--- config.mk ---
export PLATFORM = sky130hd
export DESIGN_NAME = dm_arbiter
export DESIGN_NICKNAME = d
export VERILOG_FILES = /design/src/rtl/dm_arb_pkg.sv /design/src/rtl/dm_rr_pick.sv /design/src/rtl/dm_arbiter.sv
export SDC_FILE = /design/constraint.sdc
export NUM_CORES = 1
export LEC_CHECK = 0
export ABC_AREA = 1
export ABC_CLOCK_PERIOD_IN_PS = 4900
export CAP_MARGIN = 20
export CORE_MARGIN = 3
export CORE_UTILIZATION = 35
export DETAILED_ROUTE_END_ITERATION = 10
export MAX_ROUTING_LAYER = met4
export PLACE_DENSITY = 0.75
export SLEW_MARGIN = 30
export SYNTH_ARGS = -nofsm -noshare
export SYNTH_HDL_FRONTEND = slang
export SYNTH_HIERARCHICAL = 1
export SYNTH_SLANG_ARGS = --single-unit
--- constraint.sdc ---
create_clock -name clk -period 4.9 [get_ports clk]
set_clock_uncertainty 0.2 [all_clocks]
set_input_delay 0.98 -clock clk [delete_from_list [all_inputs] [get_ports clk]]
set_output_delay 0.98 -clock clk [all_outputs]
set_load 0.03 [all_outputs]
--- src/rtl/dm_arb_pkg.sv ---
// Shared types and constants for the data-memory arbiter.
package dm_arb_pkg;

    // Upper bound of the memory latency parameter and the width of the
    // latency counter that has to hold it.
    localparam int MEM_LAT_MAX = 15;
    localparam int CNT_W       = 4;

    // Arbiter FSM states.
    typedef enum logic [1:0] {
        ST_IDLE  = 2'd0,
        ST_ISSUE = 2'd1,
        ST_WAIT  = 2'd2,
        ST_RESP  = 2'd3
    } arb_state_t;

    // Request owner encoding.
    typedef enum logic {
        OWN_CPU = 1'b0,
        OWN_EXT = 1'b1
    } owner_t;

endpackage

--- src/rtl/dm_rr_pick.sv ---
// Combinational two-way round-robin picker between the M-stage and the
// external requester.
module dm_rr_pick
    import dm_arb_pkg::*;
(
    input  logic cpu_req,
    input  logic ext_req,
    input  logic last_owner,
    output logic grant_valid,
    output logic grant_owner
);

    // A lone requester always wins; on a conflict the side that was not
    // granted last takes its turn.
    always_comb begin
        grant_valid = cpu_req | ext_req;
        grant_owner = OWN_CPU;
        if (cpu_req && ext_req) begin
            grant_owner = (last_owner == OWN_EXT) ? OWN_CPU : OWN_EXT;
        end else if (ext_req) begin
            grant_owner = OWN_EXT;
        end
    end

endmodule

--- src/rtl/dm_arbiter.sv ---
// Single-port data-memory arbiter: M-stage load/store path vs. an external
// master. One access in flight at a time, fixed-latency memory.
//
// Handshake summary:
//   cpu side : cpu_req is level; cpu_stall stays high until the RESP cycle of
//              the CPU's own access, in which cpu_rdata is valid and the
//              pipeline advances.
//   ext side : ext_req is held with stable fields until ext_ack; ext_ack is a
//              single-cycle completion pulse with ext_rdata valid alongside.
//              A request dropped before grant is ignored; after grant it is
//              committed and still acks.
//   mem side : mem_en is a one-cycle issue strobe; mem_rdata is sampled
//              MEM_LAT cycles after the issue cycle.
module dm_arbiter
    import dm_arb_pkg::*;
#(
    // Legal range 1..MEM_LAT_MAX.
    parameter int MEM_LAT = 2
) (
    input  logic        clk,
    input  logic        reset,
    input  logic        cpu_req,
    input  logic [3:0]  cpu_we,
    input  logic [31:0] cpu_addr,
    input  logic [31:0] cpu_wdata,
    output logic [31:0] cpu_rdata,
    output logic        cpu_stall,
    input  logic        ext_req,
    input  logic [3:0]  ext_we,
    input  logic [31:0] ext_addr,
    input  logic [31:0] ext_wdata,
    output logic        ext_ack,
    output logic [31:0] ext_rdata,
    output logic        mem_en,
    output logic [3:0]  mem_we,
    output logic [31:0] mem_addr,
    output logic [31:0] mem_wdata,
    input  logic [31:0] mem_rdata
);

    arb_state_t       state;
    owner_t           owner;
    owner_t           last_owner;
    logic [CNT_W-1:0] cnt;

    logic [3:0]       cmd_we;
    logic [31:0]      cmd_addr;
    logic [31:0]      cmd_wdata;
    logic [31:0]      rdata_q;

    logic             grant_valid;
    logic             grant_owner;

    dm_rr_pick u_pick (
        .cpu_req     (cpu_req),
        .ext_req     (ext_req),
        .last_owner  (last_owner),
        .grant_valid (grant_valid),
        .grant_owner (grant_owner)
    );

    // Main FSM: grant in IDLE, one issue cycle, count out the latency, one
    // response cycle, then back to IDLE (no back-to-back grant).
    always_ff @(posedge clk or posedge reset) begin
        if (reset) begin
            state      <= ST_IDLE;
            owner      <= OWN_CPU;
            last_owner <= OWN_EXT;
        end else begin
            case (state)
                ST_IDLE: begin
                    if (grant_valid) begin
                        owner      <= owner_t'(grant_owner);
                        last_owner <= owner_t'(grant_owner);
                        state      <= ST_ISSUE;
                    end
                end
                ST_ISSUE: state <= ST_WAIT;
                ST_WAIT: begin
                    if (cnt == CNT_W'(1)) begin
                        state <= ST_RESP;
                    end
                end
                ST_RESP:  state <= ST_IDLE;
                default:  state <= ST_IDLE;
            endcase
        end
    end

    // Command register: snapshot of the winner's fields at grant time so the
    // requester may change or drop its inputs afterwards.
    always_ff @(posedge clk or posedge reset) begin
        if (reset) begin
            cmd_we    <= '0;
            cmd_addr  <= '0;
            cmd_wdata <= '0;
        end else if (state == ST_IDLE && grant_valid) begin
            if (grant_owner == OWN_EXT) begin
                cmd_we    <= ext_we;
                cmd_addr  <= ext_addr;
                cmd_wdata <= ext_wdata;
            end else begin
                cmd_we    <= cpu_we;
                cmd_addr  <= cpu_addr;
                cmd_wdata <= cpu_wdata;
            end
        end
    end

    // Latency counter: loaded at issue, counts down through WAIT.
    always_ff @(posedge clk or posedge reset) begin
        if (reset) begin
            cnt <= '0;
        end else if (state == ST_ISSUE) begin
            cnt <= CNT_W'(MEM_LAT);
        end else if (state == ST_WAIT) begin
            cnt <= cnt - CNT_W'(1);
        end
    end

    // Read-data register: captures the memory word in its valid cycle; shared
    // by both response ports.
    always_ff @(posedge clk or posedge reset) begin
        if (reset) begin
            rdata_q <= '0;
        end else if (state == ST_WAIT && cnt == CNT_W'(1)) begin
            rdata_q <= mem_rdata;
        end
    end

    assign mem_en    = (state == ST_ISSUE);
    assign mem_we    = mem_en ? cmd_we : 4'b0000;
    assign mem_addr  = cmd_addr;
    assign mem_wdata = cmd_wdata;

    assign cpu_rdata = rdata_q;
    assign ext_rdata = rdata_q;
    assign ext_ack   = (state == ST_RESP) && (owner == OWN_EXT);

    // The pipeline only runs in the RESP cycle of its own access; reset
    // releases it unconditionally.
    assign cpu_stall = cpu_req && !reset &&
                       !((state == ST_RESP) && (owner == OWN_CPU));

endmodule

## Word level (Yosys, flattened, before mapping)

Index checks and enable logic that the tools add are counted.

| storage, ports and cells | value |
|---|---|
| memory bits (read-only) | 0 |
| memory bits (writable) | 0 |
| output and inout bits | 135 |
| register bits | 108 |
| input bits | 172 |
| latch bits | 0 |
| logic and storage cells | 42 |
| memories | 0 |

| cells by class | value |
|---|---|
| multiply operators | 0 |
| $add $sub $neg | 1 |
| divide/modulo/power cells | 0 |
| reductions and logical operators | 13 |
| eq/ne operators | 6 |
| shift operators | 0 |
| order comparisons | 0 |
| multiplexer cells | 12 |
| bitwise gates (word level) | 2 |

Operators by type and width:

| cell | count |
|---|---|
| $mux W32 | 2 |
| $mux W4 | 4 |
| $pmux W2 S4 | 1 |
| $logic_and A1 B1 Y1 | 7 |
| $eq A2 B2 Y1 const B | 2 |
| $eq A4 B1 Y1 const B | 1 |
| $mux W2 | 2 |
| $reduce_and A2 Y1 | 2 |
| $sub A4 B1 Y4 const B | 1 |
| $mux W1 | 3 |
| $eq A2 B1 Y1 const B | 1 |
| $logic_not A1 Y1 | 2 |
| $logic_not A2 Y1 | 1 |
| $ne A2 B1 Y1 const B | 1 |
| $ne A2 B2 Y1 const B | 1 |
| $reduce_bool A2 Y1 | 1 |
| $not A1 Y1 | 1 |
| $or A1 B1 Y1 | 1 |

## Longest topological paths before layout

Gate-level depths: netlist of the first run.

| depth | value |
|---|---|
| depth in word-level cells | 4 |
| mapped depth | 8 |

## Modules after synthesis

The synthesis of the first run kept the hierarchy.

By module, submodules not included:

| module | area each (µm²) | cells an instance | sequential area each (µm²) | instances |
|---|---|---|---|---|
| dm_arbiter | 5,185.0 | 605 | 2,703.8 | 1 |
| dm_rr_pick | 15.0 | 3 | 0.0 | 1 |

## Worst setup path after synthesis of the first run

Ideal clock, no wire load.

| timing path | value |
|---|---|
| path type | in2out |
| start point | input reset |
| end point | output cpu_stall |
| required time | 3,720 ps |
| cell stages on the path | 3 |
| arrival | 3,909 ps |
| path slack | -189 ps |
| path buffers | 0 |
| cells stage by stage | inv_1 -> nand2_1 -> a21oi_1 |

| on the way | value |
|---|---|
| word-level cells in the longest chain between the ends | 3 |

RTL lines:

| item | line | RTL |
|---|---|---|
| from (decl) | dm_arbiter.sv:21 | `input logic reset,` |
| $logic_not A1 Y1 | dm_arbiter.sv:142 | `assign cpu_stall = cpu_req && !reset &&` |
| $logic_and A1 B1 Y1 (2 in series) | dm_arbiter.sv:142 |  |
| to (decl) | dm_arbiter.sv:27 | `output logic cpu_stall,` |

No other way between the ends.

## Final worst setup path of the first run

| timing path | value |
|---|---|
| start point | input cpu_req |
| end point | output cpu_stall |

| on the way | value |
|---|---|
| word-level cells in the longest chain between the ends | 2 |

RTL lines:

| item | line | RTL |
|---|---|---|
| from (decl) | dm_arbiter.sv:22 | `input logic cpu_req,` |
| $logic_and A1 B1 Y1 (2 in series) | dm_arbiter.sv:142 |  |

No other way between the ends.

==> results of run 1 <==
registers in the layout, summed over array words and instances (netlist names):
name,flops
last_owner,1
cmd_we,4
cpu_rdata,32
cnt,4
mem_addr,32
state,2
owner,1
mem_wdata,32
metal layers:
metal  vias up  GRT usage, %
met4         0          7.18
li1       2422             -
met2       219          32.7
met3        23          6.25
met5         -             -
met1      2246          22.9
final timing paths:
path / from / endpoint / slack (ns)
min in group asynchronous: reset / mem_wdata[6] / 0.90
max in group asynchronous: reset / mem_wdata[31] / 2.54
setup / recovery: cpu_req / cpu_stall / 1.35
setup reg to reg: state[0] / mem_addr[30] / 2.56
hold reg to reg: last_owner / last_owner / 0.30
hold / removal: last_owner / last_owner / 0.30
where the power goes:
| part | internal, mW | leakage, nW | switching, mW |
|---|---|---|---|
| Combinational | 1.38 | 2.35 | 2.05 |
| Clock | 0.462 | 0.153 | 0.322 |
| Sequential | 1.34 | 1.20 | 0.284 |
worst register-to-register path: stages (launching register included):
cell,delay (ns)
dfrtp_1,0.42
inv_1,0.12
ha_1,0.19
nand2_2,0.31
inv_2,0.37
buf_4,0.40
nor2_1,0.10
a21oi_1,0.16
placed cells by master (no fill, tap or decap):
| master | n |
|---|---|
| nand3_1 | 3 |
| ha_1 | 7 |
| clkbuf_16 | 9 |
| o21ai_2 | 18 |
| a21oi_1 | 139 |
| inv_2 | 1 |
| clkbuf_8 | 1 |
| nand2_2 | 1 |
| bufinv_16 | 2 |
| clkbuf_1 | 2 |
| buf_6 | 1 |
| dfrtp_1 | 107 |
| inv_4 | 1 |
| nand2_1 | 120 |
| dfstp_2 | 1 |
| and3_1 | 1 |
| nor3b_1 | 1 |
| or2_2 | 1 |
| o21ai_1 | 14 |
| a31oi_1 | 1 |
| nor2_2 | 1 |
| o21ai_0 | 2 |
| a21oi_4 | 1 |
| or2_1 | 1 |
| buf_4 | 5 |
| nor2_1 | 72 |
| nand3_4 | 1 |
| clkinv_2 | 1 |
| inv_1 | 46 |
| clkdlybuf4s50_1 | 306 |
| clkinvlp_4 | 2 |
synthesized netlist by cell type:
cell / n / area [sq um]
o21ai_2: 18 / 158
nor2_1: 72 / 270
a21oi_1: 140 / 701
a31oi_1: 1 / 6.26
nand2_1: 120 / 450
inv_1: 47 / 176
nand3_4: 1 / 17.5
and3_1: 1 / 6.26
buf_4: 35 / 263
or2_2: 1 / 6.26
buf_6: 10 / 113
nand2_2: 1 / 6.26
inv_2: 1 / 3.75
nor3b_1: 1 / 7.51
or2_1: 1 / 6.26
nor2_2: 1 / 6.26
dfstp_2: 1 / 26.3
dfrtp_1: 107 / 2680
o21ai_0: 2 / 10.0
nand3_1: 3 / 15.0
ha_1: 7 / 87.6
inv_4: 1 / 6.26
buf_2: 22 / 110
o21ai_1: 14 / 70.1
final cells by class:
| type | count | area share [%] |
|---|---|---|
| Sequential cell | 108 | 32.2 |
| Multi-Input combinational cell | 384 | 21.9 |
| Clock buffer | 12 | 2.94 |
| Inverter | 49 | 2.27 |
| Tap cell | 180 | 2.69 |
| Timing Repair Buffer | 312 | 37.1 |
| Clock inverter | 4 | 0.865 |
kinds of logic after synthesis:
group | after synthesis | share of synthesized area, %
fa+ha+maj | 7 | 1.68
flops | 108 | 52.0
buf+inv | 116 | 12.9
compound gates | 175 | 18.2
simple gates | 202 | 15.2
stage by stage:
| step | power, mW | hold slack, ns | util, % | setup slack [ns] |
|---|---|---|---|---|
| 4_1_cts | 5.91 | 0.303 | 59.0 | 1.34 |
| 5_1_grt | 6.19 | 0.339 | 59.0 | 1.25 |
| 2_1_floorplan | 3.79 | 0.246 | - | 0.867 |
| 3_3_place_gp | 5.05 | 0.285 | 56.8 | 1.35 |
| 6_report | 5.84 | 0.302 | 59.0 | 1.35 |
| 3_5_place_dp | 5.10 | 0.295 | 56.8 | 1.34 |
==> results_dict.tcl, run 1 <==
set metrics [dict create \
    slew_viol_final 0 \
    dpl-instance-area_sq_mm 0.00807 \
    relSlewSlack_pct 49.7 \
    critical_path_class "in2out" \
    wl_met3_microns 1470 \
    fmax_mhz 282 \
    grt_pass1_vias 4708 \
    grt_max_degree 81 \
    clock_latency_ns 0.34 \
    crit_family "buffers and inverters" \
    post-cts-setup-buffer-count 0 \
    synthToLayoutAreaGrowth_pct 61.3 \
    netlist_instances 608 \
    hp-class "reg2reg" \
    die_area_sq_mm 0.0164 \
    cp_slowest_cell "clkdlybuf4s50_1" \
    h-tree-depth 3 \
    fin_nets 1043 \
    num_io_pins 307 \
    stdcell_area_sq_mm 0.00839 \
    min_period_over_period_pct 72.5 \
    wl_per_cell_microns 15.6 \
    die_w_microns 128 \
    clockBufferDepth 2 \
    cts_resized 0 \
    crit_arrival_ns 2.37 \
    syn_area_sq_mm 0.00520 \
    crit_fanout 3 \
    vdd_drop_max_mv 0.337 \
    drive_gt1_share_pct 5.41 \
    setup_viol 0 \
    path_cells "clkdlybuf4s50_1 > nand2_1 > a21oi_1 > clkdlybuf4s50_1" \
    ys_ff_latch 108 \
    met2WireLength_microns 8060 \
    remaining_drc_errors 0 \
    cts_root_buf "clkbuf_16" \
    r2r_cells 7 \
    p_leak_nw 3.70 \
    clk_pin_slew_ns 0.07 \
    clkSinkCount 108 \
    ys_types 24 \
    port_buffers 306 \
    pwr_density_cell_mw_per_mm2 697 \
    rsz0062_at_grt "false" \
    synth.yosys.seq_area_share_pct 52.0 \
    fillers 1284 \
    maxCapViolations 0 \
    slowest_delay_ns 0.68 \
    crit_path_end_kind "output pin" \
    final.setup.tns_ns 0 \
    grt-ovfl-total 0 \
    ys_warn_count 6 \
    seqCellArea_sq_mm 0.00270 \
    crit_buf_inv 2 \
    num_vias 4910 \
    initial_core_util_pct 36.6 \
    start_kind "primary input" \
    path_common_cell "clkdlybuf4s50_1" \
    multiInputGateArea_sq_mm 0.00184 \
    worstMarginPinSlew_ns 0.755 \
    dp_hpwl_microns 12100 \
    n_antenna_cell 0 \
    antenna_found_initial 0 \
    top_layer "met4" \
    fin_crit_ns 3.55 \
    grt_usage_pct 19.9 \
    holdPathStages 2 \
    crit_required_ns 3.72 \
    status "completed" \
    row_count 43 \
    dp.cells 1033 \
    avgViaCountPerCell 4.68 \
    die_height_microns 128 \
    path_depth 4 \
    place_congestion 0.830 \
    grt_first_pass_wirelength_microns 24600 \
    stdcell_count 1049 \
    hold_violations 0 \
    core_sq_mm 0.0142 \
    hold_buffers 0 \
    numCtsBuffers 9 \
    synth.avg_cell_area_sq_um 8.55 \
    drt_iter0_markers 187 \
    wl_met1_microns 6480 \
    drt-total-wl_microns 16400 \
    cts_tree "yes" \
    antenna_left 0 \
    drt_first_pass_iters 4 \
    syn_nets 787 \
]
Power figures use the tool's default switching activity.
==> run 2: changes to the inputs <==
- ABC_CLOCK_PERIOD_IN_PS: 4900 -> 3300
- clock period: 4.9 -> 3.3 ns (I/O delays scaled with it)
==> results_dict.tcl, run 2 (synthesized netlist as in run 1, its figures left out) <==
set metrics [dict create \
    status "completed" \
    grt-ovfl-total 0 \
    busiest_layer "met2" \
    drt_iter0_markers 137 \
    crit_family "buffers and inverters" \
    grt_use_met3_pct 4.75 \
    p_leak_nw 3.70 \
    row_count 43 \
    crit_fanout 3 \
    dpl-instance-area_sq_mm 0.00810 \
    fmax_mhz 340 \
    h-tree-depth 3 \
    die_area_sq_mm 0.0164 \
    slew_viol_final 0 \
    num_vias 4954 \
    worstMarginPinSlew_ns 0.787 \
    pre_cts_ws_ns 0.373 \
    grtUsageMet2_pct 34.9 \
    relSlewSlack_pct 47.5 \
    grt_usage_pct 20.2 \
    avgViaCountPerCell 4.72 \
    cts_root_buf "clkbuf_16" \
    stdcell_area_sq_mm 0.00838 \
    dp_hpwl_microns 12300 \
    path_depth 4 \
    hold_buffers 0 \
    die_w_microns 128 \
    n_antenna_cell 0 \
    crit_path_end_kind "output pin" \
    hp-class "reg2reg" \
    grt_max_degree 70 \
    core_sq_mm 0.0142 \
    use_met1_pct 23.4 \
    vdd_drop_max_mv 0.468 \
    stdcell_count 1049 \
    crit_arrival_ns 2.08 \
    numCtsBuffers 9 \
    critical_path_class "in2out" \
    dp.cells 1035 \
    clockBufferDepth 2 \
    maxCapViolations 0 \
    post-cts-setup-buffer-count 0 \
    min_period_over_period_pct 89.1 \
    fin_nets 1045 \
    clkSinkCount 108 \
    grt_first_pass_wirelength_microns 25100 \
    clk_pin_slew_ns 0.07 \
    synthToLayoutAreaGrowth_pct 61.1 \
    start_kind "primary input" \
    holdPathStages 2 \
    crit_required_ns 2.44 \
    grt_pass1_vias 4827 \
    fillers 1259 \
    path_cells "clkdlybuf4s50_1 > nand2_1 > a21oi_1 > clkdlybuf4s50_1" \
    hold_violations 0 \
    p_total_mw 8.56 \
    cp_slowest_cell "clkdlybuf4s50_1" \
    die_height_microns 128 \
    drive_gt1_share_pct 5.41 \
    place_congestion 0.814 \
    rsz0062_at_grt "false" \
    cts_resized 0 \
    cts_tree "yes" \
    wl_per_cell_microns 15.8 \
    path_common_cell "clkdlybuf4s50_1" \
    pwr_density_cell_mw_per_mm2 1020 \
    antenna_left 0 \
    initial_core_util_pct 36.6 \
    mostFrequentLayoutCells "306 x clkdlybuf4s50_1, 139 x a21oi_1, 120 x nand2_1, 107 x dfrtp_1, 72 x nor2_1" \
    drt_first_pass_iters 5 \
    antenna_found_initial 0 \
    remaining_drc_errors 0 \
    fin_crit_ns 2.94 \
    setup_slack_ns 0.360 \
    slowest_delay_ns 0.70 \
    setup_viol 0 \
    num_io_pins 307 \
    crit_buf_inv 2 \
    port_buffers 306 \
    drt-total-wl_microns 16600 \
    clock_latency_ns 0.34 \
    r2r_cells 5 \
    layout_commonest_cell "clkdlybuf4s50_1" \
    utilization_pct 59.0 \
]
run 2: cell count changes in the layout (fill, tap and decap cells not counted), sizes merged:
cell,delta
clkinvlp,-1
buf,+2
clkbuf,-1
bufinv,-1
clkinv,+1
run 2: layout make-up:
cell class	instances	area [sq um]	area share, %
timing repair buffer	314	3150	37.6
sequential	108	2700	32.3
multi-input combinational	384	1840	21.9
clock buffer	11	233	2.78
tap	180	225	2.69
inverter	49	190	2.27
clock inverter	3	40.0	0.478
run 2: power breakdown:
part	switching, mW	internal [mW]	leakage [nW]
sequential	0.415	1.99	1.20
clock	0.466	0.579	0.135
combinational	3.04	2.07	2.37
total	3.92	4.64	3.70
run 2: worst paths after layout:
| check | from | to | slack [ns] |
|---|---|---|---|
| worst min-delay path | last_owner | last_owner | 0.29 |
| worst max register to register | state[0] | cpu_rdata[0] | 1.24 |
| max in group asynchronous | reset | mem_addr[6] | 1.03 |
| min in group asynchronous | reset | owner | 0.72 |
| worst max-delay path | cpu_req | cpu_stall | 0.36 |
| worst min register to register | last_owner | last_owner | 0.29 |
run 2: per-stage QoR:
stage,hold slack [ns],TNS (ns)
final,0.293,0
after global placement,0.281,0
after detailed placement,0.287,0
after CTS,0.294,0
after global routing,0.314,0
after floorplan,0.246,-0.0926
run 2: worst register-to-register path, cell delays in order (launching register included):
cell	delay, ns
dfrtp_1	0.42
inv_1	0.12
ha_1	0.24
nand3_4	0.58
nand2_1	0.30
o21ai_2	0.08
run 2: layer usage:
| layer | share of wire, % | wire (microns) | vias to the layer above |
|---|---|---|---|
| met5 | 0 | 0 | - |
| met4 | 1.6 | 270 | 0 |
| met3 | 8.2 | 1360 | 19 |
| met2 | 50 | 8370 | 224 |
| met1 | 40 | 6610 | 2277 |
| li1 | - | - | 2434 |
